**src/rtl/event_framer_if.sv**
```systemverilog
// -----------------------------------------------------------------------------
// event_framer_if
//   Byte stream from the event framer to the SPI readout.
//
//   Handshake: a byte transfers on every rising edge where out_valid and
//   out_ready are both high. Once out_valid is raised, out_data, out_last and
//   out_valid stay constant until that transfer happens. out_ready may be driven
//   freely, and the producer never waits for out_ready before raising
//   out_valid.
//
//   Signals:
//     out_data   producer -> consumer  current frame byte
//     out_valid  producer -> consumer  out_data holds a byte
//     out_last   producer -> consumer  high with the closing 0x7D byte
//     out_ready  consumer -> producer  consumer takes the byte this edge
// -----------------------------------------------------------------------------
interface event_framer_if;
  logic [7:0] out_data;
  logic       out_valid;
  logic       out_last;
  logic       out_ready;

  modport master (output out_data, output out_valid, output out_last, input out_ready);
  modport slave  (input out_data, input out_valid, input out_last, output out_ready);
endinterface

```
**src/rtl/event_framer.sv**
```systemverilog
// -----------------------------------------------------------------------------
// event_framer
//   Captures {trigger ID, cycle timestamp, comparator channels, drop count} on
//   each trigger pulse, buffers up to DEPTH records in a FIFO and streams each
//   one as a byte frame: 0x7E, ID, timestamp, channels, drop byte, 0x7D
//   (MSB first within every field).
//
//   Optional feature: define OPENTRIG_DROP_COUNT_EN to fill the drop byte with
//   an 8-bit saturating count of triggers dropped since the last accepted one.
//   Without it the drop byte is always 0x00.
//
//   Ports:
//     sampling_clk  in   sole clock, rising edge
//     reset         in   synchronous, active-high
//     trig_pulse    in   one-cycle trigger strobe
//     trig_id       in   trigger ID sampled with trig_pulse
//     ch_in         in   comparator states sampled with trig_pulse
//     ts_clear      in   zero the timestamp counter at the next edge
//     out_if        bus  byte stream (master side)
//     interrupt     out  active low while any frame is pending
//     fifo_level    out  frames held in the FIFO
//     overflow      out  sticky, set when a trigger is dropped
//     dbg_state_o   out  emitter FSM state (0 idle, 1 load, 2 send)
// -----------------------------------------------------------------------------
module event_framer #(
  parameter int CHANNELS = 24,
  parameter int DEPTH    = 4,
  parameter int ID_WIDTH = 16,
  parameter int TS_WIDTH = 48
) (
  input  logic                       sampling_clk,
  input  logic                       reset,
  input  logic                       trig_pulse,
  input  logic [ID_WIDTH-1:0]        trig_id,
  input  logic [CHANNELS-1:0]        ch_in,
  input  logic                       ts_clear,
  event_framer_if.master             out_if,
  output logic                       interrupt,
  output logic [$clog2(DEPTH):0]     fifo_level,
  output logic                       overflow,
  output logic [1:0]                 dbg_state_o
);

  localparam int CH_BYTES = (CHANNELS + 7) / 8;
  localparam int NB       = 3 + ID_WIDTH / 8 + TS_WIDTH / 8 + CH_BYTES;
  localparam int REC_W    = ID_WIDTH + TS_WIDTH + CH_BYTES * 8 + 8;
  localparam int FRAME_W  = NB * 8;
  localparam int PTR_W    = $clog2(DEPTH);
  localparam int LVL_W    = $clog2(DEPTH) + 1;
  localparam int IDX_W    = $clog2(NB);

  typedef enum logic [1:0] {S_IDLE = 2'd0, S_LOAD = 2'd1, S_SEND = 2'd2} state_e;

  state_e               state_q, state_d;
  logic [TS_WIDTH-1:0]  ts_q, ts_d;
  logic [LVL_W-1:0]     count_q, count_d;
  logic [PTR_W-1:0]     wr_ptr_q, rd_ptr_q;
  logic [FRAME_W-1:0]   shreg_q, shreg_d;
  logic [IDX_W-1:0]     idx_q, idx_d;
  logic                 overflow_q;
  logic [REC_W-1:0]     mem_q [DEPTH];

  logic [CH_BYTES*8-1:0] ch_pad;
  logic [7:0]            drop_byte;
  logic [REC_W-1:0]      rec;
  logic                  push;
  logic                  pop;

  // Fullness is judged on the registered level, so a pop in the same cycle
  // never makes room for a trigger that arrives while full.
  assign push = trig_pulse && (count_q < LVL_W'(DEPTH));
  assign pop  = (state_q == S_LOAD);

  always_comb begin
    ch_pad = '0;
    ch_pad[CHANNELS-1:0] = ch_in;
  end

`ifdef OPENTRIG_DROP_COUNT_EN
  logic [7:0] drop_cnt_q, drop_cnt_d;

  // Counts drops since the last accepted trigger; the accepted record carries
  // the value seen before it and the count restarts.
  always_comb begin
    drop_cnt_d = drop_cnt_q;
    if (push) begin
      drop_cnt_d = 8'h00;
    end else if (trig_pulse && (drop_cnt_q != 8'hFF)) begin
      drop_cnt_d = drop_cnt_q + 8'd1;
    end
  end

  always_ff @(posedge sampling_clk) begin
    if (reset) begin
      drop_cnt_q <= 8'h00;
    end else begin
      drop_cnt_q <= drop_cnt_d;
    end
  end

  assign drop_byte = drop_cnt_q;
`else
  assign drop_byte = 8'h00;
`endif

  // The record takes the pre-clear timestamp when ts_clear coincides.
  assign rec  = {trig_id, ts_q, ch_pad, drop_byte};
  assign ts_d = ts_clear ? '0 : ts_q + TS_WIDTH'(1);

  always_comb begin
    count_d = count_q;
    case ({push, pop})
      2'b10:   count_d = count_q + LVL_W'(1);
      2'b01:   count_d = count_q - LVL_W'(1);
      default: count_d = count_q;
    endcase
  end

  // Emitter: IDLE waits for a record, LOAD pops it into the shift register
  // wrapped in its delimiters, SEND presents the top byte and shifts on each
  // accepted byte.
  always_comb begin
    state_d          = state_q;
    shreg_d          = shreg_q;
    idx_d            = idx_q;
    out_if.out_valid = 1'b0;
    out_if.out_last  = 1'b0;
    out_if.out_data  = 8'h00;
    case (state_q)
      S_IDLE: begin
        if (count_q != '0) begin
          state_d = S_LOAD;
        end
      end
      S_LOAD: begin
        shreg_d = {8'h7E, mem_q[rd_ptr_q], 8'h7D};
        idx_d   = '0;
        state_d = S_SEND;
      end
      S_SEND: begin
        out_if.out_valid = 1'b1;
        out_if.out_data  = shreg_q[FRAME_W-1 -: 8];
        out_if.out_last  = (idx_q == IDX_W'(NB - 1));
        if (out_if.out_ready) begin
          shreg_d = shreg_q << 8;
          idx_d   = idx_q + IDX_W'(1);
          if (idx_q == IDX_W'(NB - 1)) begin
            state_d = S_IDLE;
          end
        end
      end
      default: state_d = S_IDLE;
    endcase
  end

  always_ff @(posedge sampling_clk) begin
    if (push) begin
      mem_q[wr_ptr_q] <= rec;
    end
  end

  always_ff @(posedge sampling_clk) begin
    if (reset) begin
      state_q    <= S_IDLE;
      ts_q       <= '0;
      count_q    <= '0;
      wr_ptr_q   <= '0;
      rd_ptr_q   <= '0;
      shreg_q    <= '0;
      idx_q      <= '0;
      overflow_q <= 1'b0;
    end else begin
      state_q    <= state_d;
      ts_q       <= ts_d;
      count_q    <= count_d;
      shreg_q    <= shreg_d;
      idx_q      <= idx_d;
      overflow_q <= overflow_q | (trig_pulse & ~push);
      if (push) begin
        wr_ptr_q <= wr_ptr_q + PTR_W'(1);
      end
      if (pop) begin
        rd_ptr_q <= rd_ptr_q + PTR_W'(1);
      end
    end
  end

  assign fifo_level  = count_q;
  assign overflow    = overflow_q;
  assign interrupt   = !((count_q != '0) || (state_q != S_IDLE));
  assign dbg_state_o = state_q;

endmodule

```
**src/flat_wrapper.sv**
```systemverilog
// flat-port wrapper written by rule: the top's interface ports become plain ports
module event_framer_flat 
#(
  parameter int CHANNELS = 24,
  parameter int DEPTH    = 4,
  parameter int ID_WIDTH = 16,
  parameter int TS_WIDTH = 48
)
  (sampling_clk, reset, trig_pulse, trig_id, ch_in, ts_clear, interrupt, fifo_level, overflow, dbg_state_o, out_if_out_data, out_if_out_valid, out_if_out_last, out_if_out_ready);
  event_framer_if out_if_i ();
  input  logic sampling_clk;
  input  logic reset;
  input  logic trig_pulse;
  input  logic [ID_WIDTH-1:0] trig_id;
  input  logic [CHANNELS-1:0] ch_in;
  input  logic ts_clear;
  output logic interrupt;
  output logic [$clog2(DEPTH):0] fifo_level;
  output logic overflow;
  output logic [1:0] dbg_state_o;
  output wire logic [$bits(out_if_i.out_data)-1:0] out_if_out_data;
  output wire logic [$bits(out_if_i.out_valid)-1:0] out_if_out_valid;
  output wire logic [$bits(out_if_i.out_last)-1:0] out_if_out_last;
  input wire logic [$bits(out_if_i.out_ready)-1:0] out_if_out_ready;
  assign out_if_out_data = out_if_i.out_data;
  assign out_if_out_valid = out_if_i.out_valid;
  assign out_if_out_last = out_if_i.out_last;
  assign out_if_i.out_ready = out_if_out_ready;
  event_framer #(.CHANNELS(CHANNELS), .DEPTH(DEPTH), .ID_WIDTH(ID_WIDTH), .TS_WIDTH(TS_WIDTH)) u_core (.sampling_clk(sampling_clk), .reset(reset), .trig_pulse(trig_pulse), .trig_id(trig_id), .ch_in(ch_in), .ts_clear(ts_clear), .out_if(out_if_i), .interrupt(interrupt), .fifo_level(fifo_level), .overflow(overflow), .dbg_state_o(dbg_state_o));
endmodule
```
**config.mk**
```make
export PLATFORM = sky130hd
export DESIGN_NAME = event_framer_flat
export DESIGN_NICKNAME = d
export VERILOG_FILES = /design/src/rtl/event_framer_if.sv /design/src/rtl/event_framer.sv /design/src/flat_wrapper.sv
export SDC_FILE = /design/constraint.sdc
export NUM_CORES = 1
export LEC_CHECK = 0
export ABC_AREA = 1
export BUFFER_PORTS_ARGS = -buffer_cell sky130_fd_sc_hd__buf_2
export CAP_MARGIN = 0
export CORE_MARGIN = 3
export CORE_UTILIZATION = 69
export CTS_BUF_LIST = sky130_fd_sc_hd__clkbuf_8
export CTS_CLUSTER_DIAMETER = 200
export DETAILED_ROUTE_END_ITERATION = 6
export PLACE_DENSITY = 0.87
export SYNTH_ARGS = -nofsm -noshare
export SYNTH_HDL_FRONTEND = slang
export SYNTH_SLANG_ARGS = --single-unit
```
**constraint.sdc**
```tcl
create_clock -name sampling_clk -period 8.85 [get_ports sampling_clk]
set_clock_uncertainty 0.15 [all_clocks]
set_input_delay 1.3275 -clock sampling_clk [delete_from_list [all_inputs] [get_ports sampling_clk]]
set_output_delay 1.3275 -clock sampling_clk [all_outputs]
set_load 0.02 [all_outputs]
```
==> run_results.csv <==
group,metric,value,unit
status,outcome,"finished, final reports clean",
worst_setup_path,cp_cell_sequence,"inv_2 > nor2_4 > buf_4 > inv_2 > nor2_1 > buf_2",
global_routing,met3_usage,0.0555,
synthesis,ys_warn_count,0,
worst_setup_path,cp-end-kind,"output port",
worst_setup_path,slowest_delay,0.69,ns
layout,nFillCells,1818,
power,leakagePower,8.66,nW
global_routing,grt_pass1_wl,76200,um
layout,area_growth,8.20,%
global_routing,grt_max_degree,99,
die,die_area,32600,um2
place,gp_congestion,0.902,
global_routing,antenna_found_initial,0,
synthesis,synth_area_leaders,"edfxtp_1, dfxtp_1, nand2_1",
die,die_y,181,um
synthesis,yosysMostFrequentCell,"nand2_1",
timing,relSlewSlack,0.331,
worst_setup_path,slowest_stage,"buf_4",
synthesis,synth.top_cell.area_share,0.502,
route,vias_per_cell,5.97,
timing,finalSetupViolCount,0,
synthesis,ys_types,34,
route,wl_per_cell,18.7,um
timing,min_period,3.88,ns
synthesis,synth_edf_count,352,
timing,fmax,258,MHz
synthesis,syn-cell-area,21000,um2
clock_network,cts_resized,0,
route,drt.antenna.violating_nets,0,
power,ir_drop,0.000181,V
timing,worstMarginPinSlew,1.00,ns
clock_network,tritoncts,"done",
global_routing,grt_pass1_vias,15100,
clock_network,cts_setup_buffers,0,
synthesis,syn_area_per_cell,10.1,um2
worst_hold_path,hold_path.class,"reg -> reg",
worst_setup_path,start_kind,"flop",
synthesis,ys_dominant_reg_cell,"edfxtp_1",
synthesis,synth_top_cell_by_area,"edfxtp_1",
synthesis,syn_inst,2076,
route,vias,15400,
clock_network,cts_hold_buffers,0,
timing,fin_setup_tns,0,ns
route,dr.pass1.iters,6,
worst_setup_path,path_buf_inv,4,
clock_network,clkSinkCount,514,
route,drtIter0Drc,1774,
global_routing,use_met1,0.387,
die,start_util,0.704,
place,io_buffers,61,
global_routing,grt.total_usage,0.290,
global_routing,met2_usage,0.480,
synthesis,synthesis.nets,2130,
global_routing,gr-total-overflow,0,
synthesis,seq_area_frac_synth,0.657,
layout,drive_gt1_frac,0.101,
place,placed_cell_area,21300,um2
die,floorplan.core_area,29900,um2
layout,n_antenna_cell,0,
worst_setup_path,cp_max_fo,84,
clock_network,clock-root-buffer,"clkbuf_8",
timing,fin_crit_sh,0.438,
worst_setup_path,path_delay_family,"buffers and inverters",
synthesis,async_flop_share,0,
power,p_per_area,284,nW/um2
worst_setup_path,critPathKind,"reg -> out",
place,hpwl,27500,um
route,remaining_drc_errors,0,
route,drt_wl_total,48200,um
timing,finalMaxSlewViolations,0,
worst_setup_path,worstPathRequired,7.37,ns
timing,hold_viol_final,0,
layout,finalInstanceArea,22800,um2
clock_network,path_clk_slew,0.06,ns
synthesis,synth_seq_cells,514,
die,ios,62,
clock_network,cts_buffers,78,
clock_network,clk_latency,0.60,ns
die,placementRows,63,
clock_network,cts_buffer_depth,3,
timing,rsz0062_at_grt,"false",
clock_network,htreeDepth,3,
global_routing,grt_busiest_layer,"met2",
layout,nNetsFinal,2177,
worst_setup_path,cp_common_cell,"inv_2",
power,total_power,6.48,mW
die,chipWidth,181,um
flow_run,cap_violations,0,
synthesis,synthTopCellsByCount,"nand2_1, edfxtp_1, nor2_1",
worst_setup_path,arrival,2.40,ns
[final timing paths]
check                                    endpoint                                from  slack, ns  cells after the start
setup / recovery               out_if_out_data[6]  u_core.dbg_state_o[1]$_SDFFE_PP0P_       4.97                      6
hold / removal     u_core.shreg_q[6]$_SDFFE_PP0P_      u_core.shreg_q[6]$_SDFFE_PP0P_       0.32                      2
hold reg to reg    u_core.shreg_q[6]$_SDFFE_PP0P_      u_core.shreg_q[6]$_SDFFE_PP0P_       0.32                      2
setup reg to reg  u_core.shreg_q[19]$_SDFFE_PP0P_  u_core.dbg_state_o[1]$_SDFFE_PP0P_       5.05                      9
[through the flow]
stage	hold slack, ns	instances	util	worst slack, ns
6_report	0.321	2578	0.762	4.97
5_1_grt	0.345	2578	0.762	4.77
3_3_place_gp	0.295	2433	0.714	5.13
3_5_place_dp	0.309	2433	0.714	5.07
2_1_floorplan	0.280	2076	-	3.00
4_1_cts	0.317	2578	0.762	4.94
[cells in the final DEF (no fill, tap or decap), types with 83 or more instances in the layout]
| cell | n |
|---|---|
| nand2_1 | 397 |
| nor2_1 | 308 |
| o21ai_0 | 148 |
| o21ai_1 | 130 |
| o22ai_1 | 83 |
| edfxtp_1 | 352 |
| inv_1 | 171 |
| dfxtp_1 | 160 |
| a21oi_1 | 111 |
| clkbuf_8 | 86 |
[where the power goes]
group          internal, mW  total, mW  switching (mW)
logic                 0.441       1.55            1.11
clock network         0.896       1.78           0.885
registers              2.94       3.15           0.204
total                  4.28       6.48            2.20
[final cells by class]
class                      instances  area [um2]  share of cell area
timing repair buffer              78         433              0.0190
tap                              390         488              0.0214
multi-input combinational       1293        5990               0.263
inverter                         158         597              0.0262
clock inverter                    59         250              0.0110
clock buffer                      86        1180              0.0520
sequential                       514       13800               0.607
[flip-flops by register name, indices dropped and copies added (netlist names), named ones only]
signal / flops
u_core.dbg_state_o: 2
u_core.fifo_level: 3
u_core.idx_q: 4
u_core.mem_q: 352
u_core.overflow: 1
u_core.rd_ptr_q: 2
u_core.shreg_q: 98
u_core.ts_q: 48
u_core.wr_ptr_q: 2
[metal layers]
layer / vias up / wire [um]
li1: 7172 / -
met4: 0 / 1090
met3: 105 / 4560
met5: - / 0
met2: 783 / 23800
met1: 7337 / 18800
[cells by family after synthesis]
| family | Yosys count | synth area share |
|---|---|---|
| DFF | 514 | 0.657 |
| xor gates and xnor gates | 15 | 0.00624 |
| adders and majority gates | 9 | 0.00571 |
| buffers and inverters | 269 | 0.0600 |
| and+or+nand+nor | 778 | 0.147 |
| AOI/OAI and AO/OA | 491 | 0.124 |
[worst reg2reg max path, delay by kind of cell (launching register included)]
family,cells,cell delay [ns]
AOI/OAI and AO/OA,1,0.09
buffers and inverters,4,1.84
DFF,1,0.41
and+or+nand+nor,4,1.18
Power figures use the tool's default switching activity.
